[src/rtl/rv_ctrl_pkg.sv]
// ---------------------------------------------------------------------------
// rv_ctrl_pkg
// Shared definitions for the RV32I multi-cycle control unit:
//   - major opcode values recognised by the decoder
//   - FSM state encoding
//   - decoded control word layout
//   - trap cause encodings
// ---------------------------------------------------------------------------
package rv_ctrl_pkg;

    localparam logic [6:0] OPC_LOAD   = 7'b0000011;
    localparam logic [6:0] OPC_OP_IMM = 7'b0010011;
    localparam logic [6:0] OPC_AUIPC  = 7'b0010111;
    localparam logic [6:0] OPC_STORE  = 7'b0100011;
    localparam logic [6:0] OPC_OP     = 7'b0110011;
    localparam logic [6:0] OPC_LUI    = 7'b0110111;
    localparam logic [6:0] OPC_BRANCH = 7'b1100011;
    localparam logic [6:0] OPC_JAL    = 7'b1101111;

    localparam logic [1:0] ALU_ADD   = 2'b00;
    localparam logic [1:0] ALU_RFUNC = 2'b10;
    localparam logic [1:0] ALU_IFUNC = 2'b11;

    localparam logic [2:0] IMM_I = 3'b000;
    localparam logic [2:0] IMM_S = 3'b001;
    localparam logic [2:0] IMM_B = 3'b010;
    localparam logic [2:0] IMM_J = 3'b011;
    localparam logic [2:0] IMM_U = 3'b100;

    localparam logic [1:0] WB_MEM = 2'b00;
    localparam logic [1:0] WB_ALU = 2'b01;
    localparam logic [1:0] WB_PC4 = 2'b10;
    localparam logic [1:0] WB_IMM = 2'b11;

    localparam logic [1:0] CAUSE_NONE    = 2'b00;
    localparam logic [1:0] CAUSE_ILLEGAL = 2'b01;
    localparam logic [1:0] CAUSE_MEM_TO  = 2'b10;

    typedef enum logic [2:0] {
        FETCH     = 3'd0,
        DECODE    = 3'd1,
        EXECUTE   = 3'd2,
        MEM       = 3'd3,
        WRITEBACK = 3'd4,
        TRAP      = 3'd5
    } state_t;

    typedef struct packed {
        logic [1:0] alu_op;
        logic       br_un;
        logic       a_sel;
        logic       b_sel;
        logic [2:0] imm_sel;
        logic [1:0] wb_sel;
        logic       is_load;
        logic       is_store;
        logic       is_branch;
        logic       is_jal;
        logic       legal;
    } ctrl_word_t;

    function automatic logic cw_is_mem(input ctrl_word_t cw);
        return cw.is_load | cw.is_store;
    endfunction

endpackage

[src/rtl/ctrl_word_decode.sv]
// ---------------------------------------------------------------------------
// ctrl_word_decode
// Purely combinational decode of a latched {opcode, funct3} into the
// control word the FSM registers at the end of DECODE. Any opcode not
// listed below comes out with legal=0 and every other field 0.
// Ports:
//   opcode  in  7  instr[6:0]
//   funct3  in  3  instr[14:12]; only bit 1 matters (branch signedness)
//   cw      out    decoded ctrl_word_t
// ---------------------------------------------------------------------------
module ctrl_word_decode
    import rv_ctrl_pkg::*;
(
    input  logic [6:0] opcode,
    input  logic [2:0] funct3,
    output ctrl_word_t cw
);

    logic unused_funct3;
    assign unused_funct3 = funct3[2] ^ funct3[0];

    always_comb begin
        cw = '0;
        case (opcode)
            OPC_OP: begin
                cw.alu_op = ALU_RFUNC;
                cw.wb_sel = WB_ALU;
                cw.legal  = 1'b1;
            end
            OPC_OP_IMM: begin
                cw.alu_op  = ALU_IFUNC;
                cw.b_sel   = 1'b1;
                cw.imm_sel = IMM_I;
                cw.wb_sel  = WB_ALU;
                cw.legal   = 1'b1;
            end
            OPC_LOAD: begin
                cw.alu_op  = ALU_ADD;
                cw.b_sel   = 1'b1;
                cw.imm_sel = IMM_I;
                cw.wb_sel  = WB_MEM;
                cw.is_load = 1'b1;
                cw.legal   = 1'b1;
            end
            OPC_STORE: begin
                cw.alu_op   = ALU_ADD;
                cw.b_sel    = 1'b1;
                cw.imm_sel  = IMM_S;
                cw.is_store = 1'b1;
                cw.legal    = 1'b1;
            end
            OPC_BRANCH: begin
                cw.alu_op    = ALU_ADD;
                cw.a_sel     = 1'b1;
                cw.b_sel     = 1'b1;
                cw.imm_sel   = IMM_B;
                cw.br_un     = funct3[1];
                cw.is_branch = 1'b1;
                cw.legal     = 1'b1;
            end
            OPC_JAL: begin
                cw.alu_op  = ALU_ADD;
                cw.a_sel   = 1'b1;
                cw.b_sel   = 1'b1;
                cw.imm_sel = IMM_J;
                cw.wb_sel  = WB_PC4;
                cw.is_jal  = 1'b1;
                cw.legal   = 1'b1;
            end
            OPC_LUI: begin
                cw.imm_sel = IMM_U;
                cw.wb_sel  = WB_IMM;
                cw.legal   = 1'b1;
            end
            OPC_AUIPC: begin
                cw.alu_op  = ALU_ADD;
                cw.a_sel   = 1'b1;
                cw.b_sel   = 1'b1;
                cw.imm_sel = IMM_U;
                cw.wb_sel  = WB_ALU;
                cw.legal   = 1'b1;
            end
            default: cw = '0;
        endcase
    end

endmodule

[src/rtl/multicycle_ctrl_fsm.sv]
// ---------------------------------------------------------------------------
// multicycle_ctrl_fsm
// Multi-cycle control unit for the RV32I datapath. Accepts one instruction
// from fetch, decodes it, holds its control word for the rest of the
// instruction and drives one-cycle commit strobes.
//
// state     | meaning
// ----------+-------------------------------------------------------------
// FETCH     | instr_ready=1, waiting for instr_valid
// DECODE    | latched opcode/funct3 decoded; illegal -> TRAP
// EXECUTE   | branch resolves here; loads/stores arm the timeout
// MEM       | mem_req held until mem_ack or timeout
// WRITEBACK | reg_wen + pc_wen strobe
// TRAP      | trap=1, cause held until trap_clr
//
// Optional build macro: MCF_RETIRE_CNT_EN adds retire_cnt[31:0], counting
// pc_wen strobes (wraps).
//
// Ports:
//   clk, rst_n                 clock, async active-low reset
//   instr_valid / instr_ready  fetch handshake (ready only in FETCH)
//   opcode, funct3             instruction fields, sampled on accept
//   br_taken                   branch result, used in EXECUTE
//   mem_req / mem_rw / mem_ack data memory handshake (mem_rw=1 store)
//   trap_clr                   leave TRAP
//   alu_op, br_un, a_sel, b_sel, imm_sel, wb_sel  registered selects
//   reg_wen, pc_wen, pc_sel    commit strobes
//   trap, trap_cause           trap status
// ---------------------------------------------------------------------------
module multicycle_ctrl_fsm
    import rv_ctrl_pkg::*;
#(
    parameter int MEM_TIMEOUT = 16,
    parameter int TO_W        = 5
) (
    input  logic        clk,
    input  logic        rst_n,
    input  logic        instr_valid,
    output logic        instr_ready,
    input  logic [6:0]  opcode,
    input  logic [2:0]  funct3,
    input  logic        br_taken,
    input  logic        mem_ack,
    input  logic        trap_clr,
    output logic        mem_req,
    output logic        mem_rw,
    output logic [1:0]  alu_op,
    output logic        br_un,
    output logic        a_sel,
    output logic        b_sel,
    output logic [2:0]  imm_sel,
    output logic [1:0]  wb_sel,
    output logic        reg_wen,
    output logic        pc_wen,
    output logic        pc_sel,
    output logic        trap,
    output logic [1:0]  trap_cause
`ifdef MCF_RETIRE_CNT_EN
    ,
    output logic [31:0] retire_cnt
`endif
);

    // Down-counter: loaded with MEM_TIMEOUT-1 on entry to MEM, so the
    // terminal count is reached in the MEM_TIMEOUT-th cycle without ack.
    localparam logic [TO_W-1:0] TO_LOAD = TO_W'(MEM_TIMEOUT - 1);

    state_t          state_q, state_d;
    ctrl_word_t      cw_q, cw_d, dec_cw;
    logic [6:0]      opc_q;
    logic [2:0]      f3_q;
    logic [TO_W-1:0] to_cnt_q, to_cnt_d;
    logic [1:0]      cause_q, cause_d;

    logic unused_legal;
    assign unused_legal = cw_q.legal;

    ctrl_word_decode u_decode (
        .opcode (opc_q),
        .funct3 (f3_q),
        .cw     (dec_cw)
    );

    always_ff @(posedge clk or negedge rst_n) begin
        if (!rst_n) begin
            state_q  <= FETCH;
            cw_q     <= '0;
            opc_q    <= '0;
            f3_q     <= '0;
            to_cnt_q <= '0;
            cause_q  <= CAUSE_NONE;
        end else begin
            state_q  <= state_d;
            cw_q     <= cw_d;
            to_cnt_q <= to_cnt_d;
            cause_q  <= cause_d;
            if (state_q == FETCH && instr_valid) begin
                opc_q <= opcode;
                f3_q  <= funct3;
            end
        end
    end

    always_comb begin
        state_d     = state_q;
        cw_d        = cw_q;
        to_cnt_d    = to_cnt_q;
        cause_d     = cause_q;
        instr_ready = 1'b0;
        mem_req     = 1'b0;
        mem_rw      = 1'b0;
        reg_wen     = 1'b0;
        pc_wen      = 1'b0;
        pc_sel      = 1'b0;
        trap        = 1'b0;

        case (state_q)
            FETCH: begin
                instr_ready = 1'b1;
                cw_d        = '0;
                if (instr_valid) state_d = DECODE;
            end
            DECODE: begin
                if (!dec_cw.legal) begin
                    state_d = TRAP;
                    cause_d = CAUSE_ILLEGAL;
                    cw_d    = '0;
                end else begin
                    state_d = EXECUTE;
                    cw_d    = dec_cw;
                end
            end
            EXECUTE: begin
                if (cw_is_mem(cw_q)) begin
                    state_d  = MEM;
                    to_cnt_d = TO_LOAD;
                end else if (cw_q.is_branch) begin
                    pc_wen  = 1'b1;
                    pc_sel  = br_taken;
                    state_d = FETCH;
                    cw_d    = '0;
                end else begin
                    state_d = WRITEBACK;
                end
            end
            MEM: begin
                mem_req = 1'b1;
                mem_rw  = cw_q.is_store;
                // An ack arriving on the terminal-count cycle completes the access.
                if (mem_ack) begin
                    if (cw_q.is_store) begin
                        pc_wen  = 1'b1;
                        state_d = FETCH;
                        cw_d    = '0;
                    end else begin
                        state_d = WRITEBACK;
                    end
                end else if (to_cnt_q == '0) begin
                    state_d = TRAP;
                    cause_d = CAUSE_MEM_TO;
                    cw_d    = '0;
                end else begin
                    to_cnt_d = to_cnt_q - TO_W'(1);
                end
            end
            WRITEBACK: begin
                reg_wen = 1'b1;
                pc_wen  = 1'b1;
                pc_sel  = cw_q.is_jal;
                state_d = FETCH;
                cw_d    = '0;
            end
            TRAP: begin
                trap = 1'b1;
                if (trap_clr) begin
                    state_d = FETCH;
                    cause_d = CAUSE_NONE;
                end
            end
            default: begin
                state_d = FETCH;
                cw_d    = '0;
            end
        endcase
    end

    assign alu_op     = cw_q.alu_op;
    assign br_un      = cw_q.br_un;
    assign a_sel      = cw_q.a_sel;
    assign b_sel      = cw_q.b_sel;
    assign imm_sel    = cw_q.imm_sel;
    assign wb_sel     = cw_q.wb_sel;
    assign trap_cause = cause_q;

`ifdef MCF_RETIRE_CNT_EN
    logic [31:0] retire_q;

    always_ff @(posedge clk or negedge rst_n) begin
        if (!rst_n)      retire_q <= '0;
        else if (pc_wen) retire_q <= retire_q + 32'd1;
    end

    assign retire_cnt = retire_q;
`endif

endmodule
[config.mk]
export PLATFORM = sky130hd
export DESIGN_NAME = multicycle_ctrl_fsm
export DESIGN_NICKNAME = d
export VERILOG_FILES = /design/src/rtl/rv_ctrl_pkg.sv /design/src/rtl/ctrl_word_decode.sv /design/src/rtl/multicycle_ctrl_fsm.sv
export SDC_FILE = /design/constraint.sdc
export NUM_CORES = 1
export LEC_CHECK = 0
export ABC_AREA = 1
export BUFFER_PORTS_ARGS = -buffer_cell sky130_fd_sc_hd__buf_2
export CORE_MARGIN = 5
export CORE_UTILIZATION = 55
export CTS_CLUSTER_DIAMETER = 30
export CTS_CLUSTER_SIZE = 20
export DETAILED_ROUTE_END_ITERATION = 7
export PLACE_DENSITY = 0.79
export SLEW_MARGIN = 5
export SYNTH_ARGS = -nofsm -noshare
export SYNTH_HDL_FRONTEND = slang
export SYNTH_HIERARCHICAL = 1
export SYNTH_SLANG_ARGS = --single-unit
[constraint.sdc]
create_clock -name clk -period 2 [get_ports clk]
set_input_delay 0.2 -clock clk [delete_from_list [all_inputs] [get_ports clk]]
set_output_delay 0.2 -clock clk [all_outputs]
set_load 0.02 [all_outputs]
## Yosys cells after proc, flatten, opt, wreduce, memory -nomap -nowiden

Index checks and enable logic that the tools add are counted.

- Bits in registers: 33
- Output and inout port bits: 19
- Logic and storage cells: 107

- Add/sub/neg operators: 1
- Equality and inequality tests: 24
- Muxes and demuxes: 49
- Bitwise operators: 2
- Reductions and logical operators: 16

Operators with widths:

| cell | number |
|---|---|
| two-way mux 15 bit | 6 |
| one-hot mux 15 bit (4 select lines) | 1 |
| two-way mux 3 bit | 8 |
| equality test 7 x 6 -> 1 bit (second input constant) | 3 |
| two-way mux 1 bit | 19 |
| != test 2 bit (second input constant) | 9 |
| two-way mux 5 bit | 3 |
| one-hot mux 3 bit (5 select lines) | 1 |
| equality test 7 x 5 -> 1 bit (second input constant) | 2 |
| equality test 7 bit (second input constant) | 2 |
| one-hot mux 2 bit (3 select lines) | 2 |
| one-hot mux 3 bit (4 select lines) | 1 |
| AND reduction 4 bit | 3 |
| one-hot mux 5 bit (2 select lines) | 1 |
| AND reduction 5 bit | 2 |
| two-way mux 2 bit | 4 |
| OR reduction 8 bit | 1 |
| equality test 7 x 2 -> 1 bit (second input constant) | 1 |
| equality test 3 x 2 -> 1 bit (second input constant) | 2 |
| equality test 3 bit (second input constant) | 2 |
| != test 3 bit (second input constant) | 2 |
| OR reduction 3 bit | 2 |
| OR reduction 6 bit | 1 |
| zero test 5 bit | 1 |
| 13 further kinds | 13 |

## Logic depth before layout (Yosys ltp)

- Depth in word-level cells: 5
- Mapped depth: 12

## Modules after synthesis

The synthesis kept the hierarchy.

By module, submodules not included:

| module | times used | cells an instance | area an instance (um^2) | sequential area each (um^2) |
|---|---|---|---|---|
| multicycle_ctrl_fsm | 1 | 220 | 1,686.6 | 850.8 |
| ctrl_word_decode | 1 | 47 | 222.7 | 0.0 |

## Worst setup path before layout

Ideal clock, no wire load.

- Kind: reg2out
- Start point: register state_q[2]
- End point: output pc_sel
- Arrival: 1,239 ps
- Path slack: 561 ps
- Stages on the path, launching flop included: 6
- Path buffers: 0
- Cell sequence: dfrtp_1 inv_2 nand3_1 inv_1 nand3_1 o21ai_0

- Cells in the longest elaborated chain, start to end: 2
- Elaborated cells between the ends (all ways): 3

RTL lines:

| element | line | RTL |
|---|---|---|
| start, declared | multicycle_ctrl_fsm.sv:68 | `state_t state_q, state_d;` |
| start signal, assigned | multicycle_ctrl_fsm.sv:93 | `state_q <= state_d;` |
| equality test 3 bit or equality test 3 x 2 -> 1 bit (tied branches) | multicycle_ctrl_fsm.sv:117 | `case (state_q)` |
| one-hot mux 1 bit (2 select lines) * | multicycle_ctrl_fsm.sv:117 |  |
| end, declared | multicycle_ctrl_fsm.sv:55 | `output logic pc_sel,` |

Every way passes the cells marked *; elsewhere a longest branch is shown, timed or not.

## Worst setup path after layout

Same ends and word-level chain as after synthesis.

==> results_dict.tcl <==
set metrics [dict create \
    cp_common_cell "nand3_1" \
    critPathCaptureType "output port" \
    detail_route.wl_per_cell_microns 10.1 \
    fp-row-count 21 \
    detail_route.vias_per_cell 4.79 \
    internal_power_w 0.00123 \
    grt-ovfl-total 0 \
    maxSlewViolCount 0 \
    die_x_microns 67.8 \
    cp.arrival_ns 1.53 \
    dr.pass1.iters 4 \
    crit_path_top_delay_cell "dfrtp_1" \
    antenna_found_initial 0 \
    startpoint_type "flip-flop" \
    peakVddDrop_uv 645 \
    routed_wl_microns 3410 \
    fp.dieArea_sq_um 4590 \
    fillers 307 \
    cpPeakStageDelay_ns 0.41 \
    worst_pin_slew_ns 0.693 \
    avgSynthCellArea_sq_um 7.08 \
    syn-cell-area_sq_um 1830 \
    comb_power_share 0.408 \
    cts_sinks 32 \
    cts-buffers-inserted 5 \
    hold_violations 0 \
    cts_tree "done" \
    hp-class "input pin to flip-flop" \
    num_vias 1609 \
    ant_nets 0 \
    final_util 0.623 \
    post_cts_resized 0 \
    rr_worst_depth 12 \
    seqPwrFrac 0.428 \
    drtIter0Drc 95 \
    io_pins 35 \
    switching_share 0.442 \
    worstPathCellList "inv_2 > nand3_1 > inv_1 > nand3_1 > o21ai_0 > buf_2" \
    maxCapViolCount 0 \
    setup_viol 0 \
    clk_pin_slew_ns 0.10 \
    htree_levels 2 \
    pwr-share-clk 0.164 \
    power_density_nw_per_um2 1080 \
    core_sq_um 3280 \
    drive_gt1_frac 0.234 \
    cts-root-buf "clkbuf_4" \
    hold_path_depth 3 \
    synthCells 259 \
    status "finished clean" \
    grt_pass1_vias 1441 \
    max_freq_mhz 578 \
    drc 0 \
    die_y_microns 67.8 \
    port-buffer-count 32 \
    synth_nets 276 \
    crit_type "flip-flop to output port" \
    clockBufferDepth 2 \
    tns_ns 0 \
    dp_hpwl_microns 2700 \
    cp_max_fo 6 \
    power_leakage_nw 1.25 \
    insertion_delay_ns 0.33 \
    grt_max_degree 33 \
    worstPathRequired_ns 1.80 \
    max_slew_margin 0.538 \
    yosys_warnings 6 \
    start_util 0.558 \
    rsz0062_at_grt "no" \
    skew_ns 0.00849 \
    p_sw_w 0.000976 \
    grt_pass1_wl_microns 6020 \
    finalCriticalPeriod_ns 1.73 \
    track_usage 0.175 \
    nNetsFinal 306 \
    post-route-period-util 0.865 \
    gp_congestion 0.889 \
    diodes 0 \
    area_growth_pct 11.5 \
]
state kept, by name, indices dropped and copies added, names as in the netlist:
name,count
state_q,3
br_un,1
to_cnt_q,5
cw_q,4
b_sel,1
alu_op,2
imm_sel,3
opc_q,7
wb_sel,2
trap_cause,2
a_sel,1
f3_q,1
power by group through the flow:
stage | registers (W) | logic [W] | clock network (W)
finish | 0.000946 | 0.000901 | 0.000362
global route | 0.000965 | 0.00103 | 0.000405
CTS | 0.000944 | 0.000905 | 0.000376
detailed placement | 0.000958 | 0.000899 | 0
global placement | 0.000946 | 0.000891 | 0
floorplan | 0.000946 | 0.000713 | 0
final cells by class:
type | count | area [sq um] | area share
multi-input combinational | 182 | 826 | 0.404
sequential | 32 | 801 | 0.391
timing repair buffer | 34 | 178 | 0.0869
inverter | 34 | 128 | 0.0624
tap | 46 | 57.6 | 0.0281
clock buffer | 5 | 37.5 | 0.0183
clock inverter | 3 | 18.8 | 0.00917
path summary, 6_finish.rpt:
| path | start | end | slack [ns] |
|---|---|---|---|
| worst min register to register | wb_sel[1] | wb_sel[1] | 0.47 |
| max in group asynchronous | rst_n | opc_q[0] | 1.12 |
| worst min-delay path | opcode[6] | opc_q[6] | 0.09 |
| min in group asynchronous | rst_n | trap_cause[1] | 0.43 |
| worst max register to register | opc_q[0] | trap_cause[0] | 0.36 |
| worst max-delay path | state_q[2] | pc_sel | 0.27 |
critical path, delay by kind of cell, from the launching register on:
family | cells | cell delay, ns
AND/OR/NAND/NOR | 2 | 0.23
flip-flops | 1 | 0.41
AO/OA/AOI/OAI | 1 | 0.15
buffers and inverters | 3 | 0.41
layout by cell type, fill, tap and decap left out, types with 7 or more instances in the layout:
cell / n
nor2_2: 9
buf_2: 32
dfrtp_1: 32
inv_2: 7
o21ai_0: 8
inv_1: 27
nand2_1: 96
nand3_1: 23
nor2_1: 25
what timing repair did:
item,4_1_cts,5_1_grt
endpoints found under the setup margin,0,0
setup buffers,0,0
hold endpoints to repair,32,0
hold buffers,1,0
per-stage QoR:
stage	std cells	area, sq um	hold WS (ns)	setup WS, ns	total power [W]
floorplan	259	1830	-0.0956	0.561	0.00166
global placement	327	1980	0.287	0.388	0.00184
detailed placement	327	1980	0.284	0.362	0.00186
CTS	336	2050	0.0779	0.246	0.00223
global route	336	2050	0.0900	0.145	0.00240
finish	336	2050	0.0888	0.270	0.00221
layer usage:
metal,up-vias,GRT usage,part of all wire
met5,-,0,0
met4,0,0.0684,0.018
met2,36,0.271,0.43
met3,6,0.0499,0.052
met1,716,0.231,0.50
li1,851,-,-
Power figures use the tool's default switching activity.
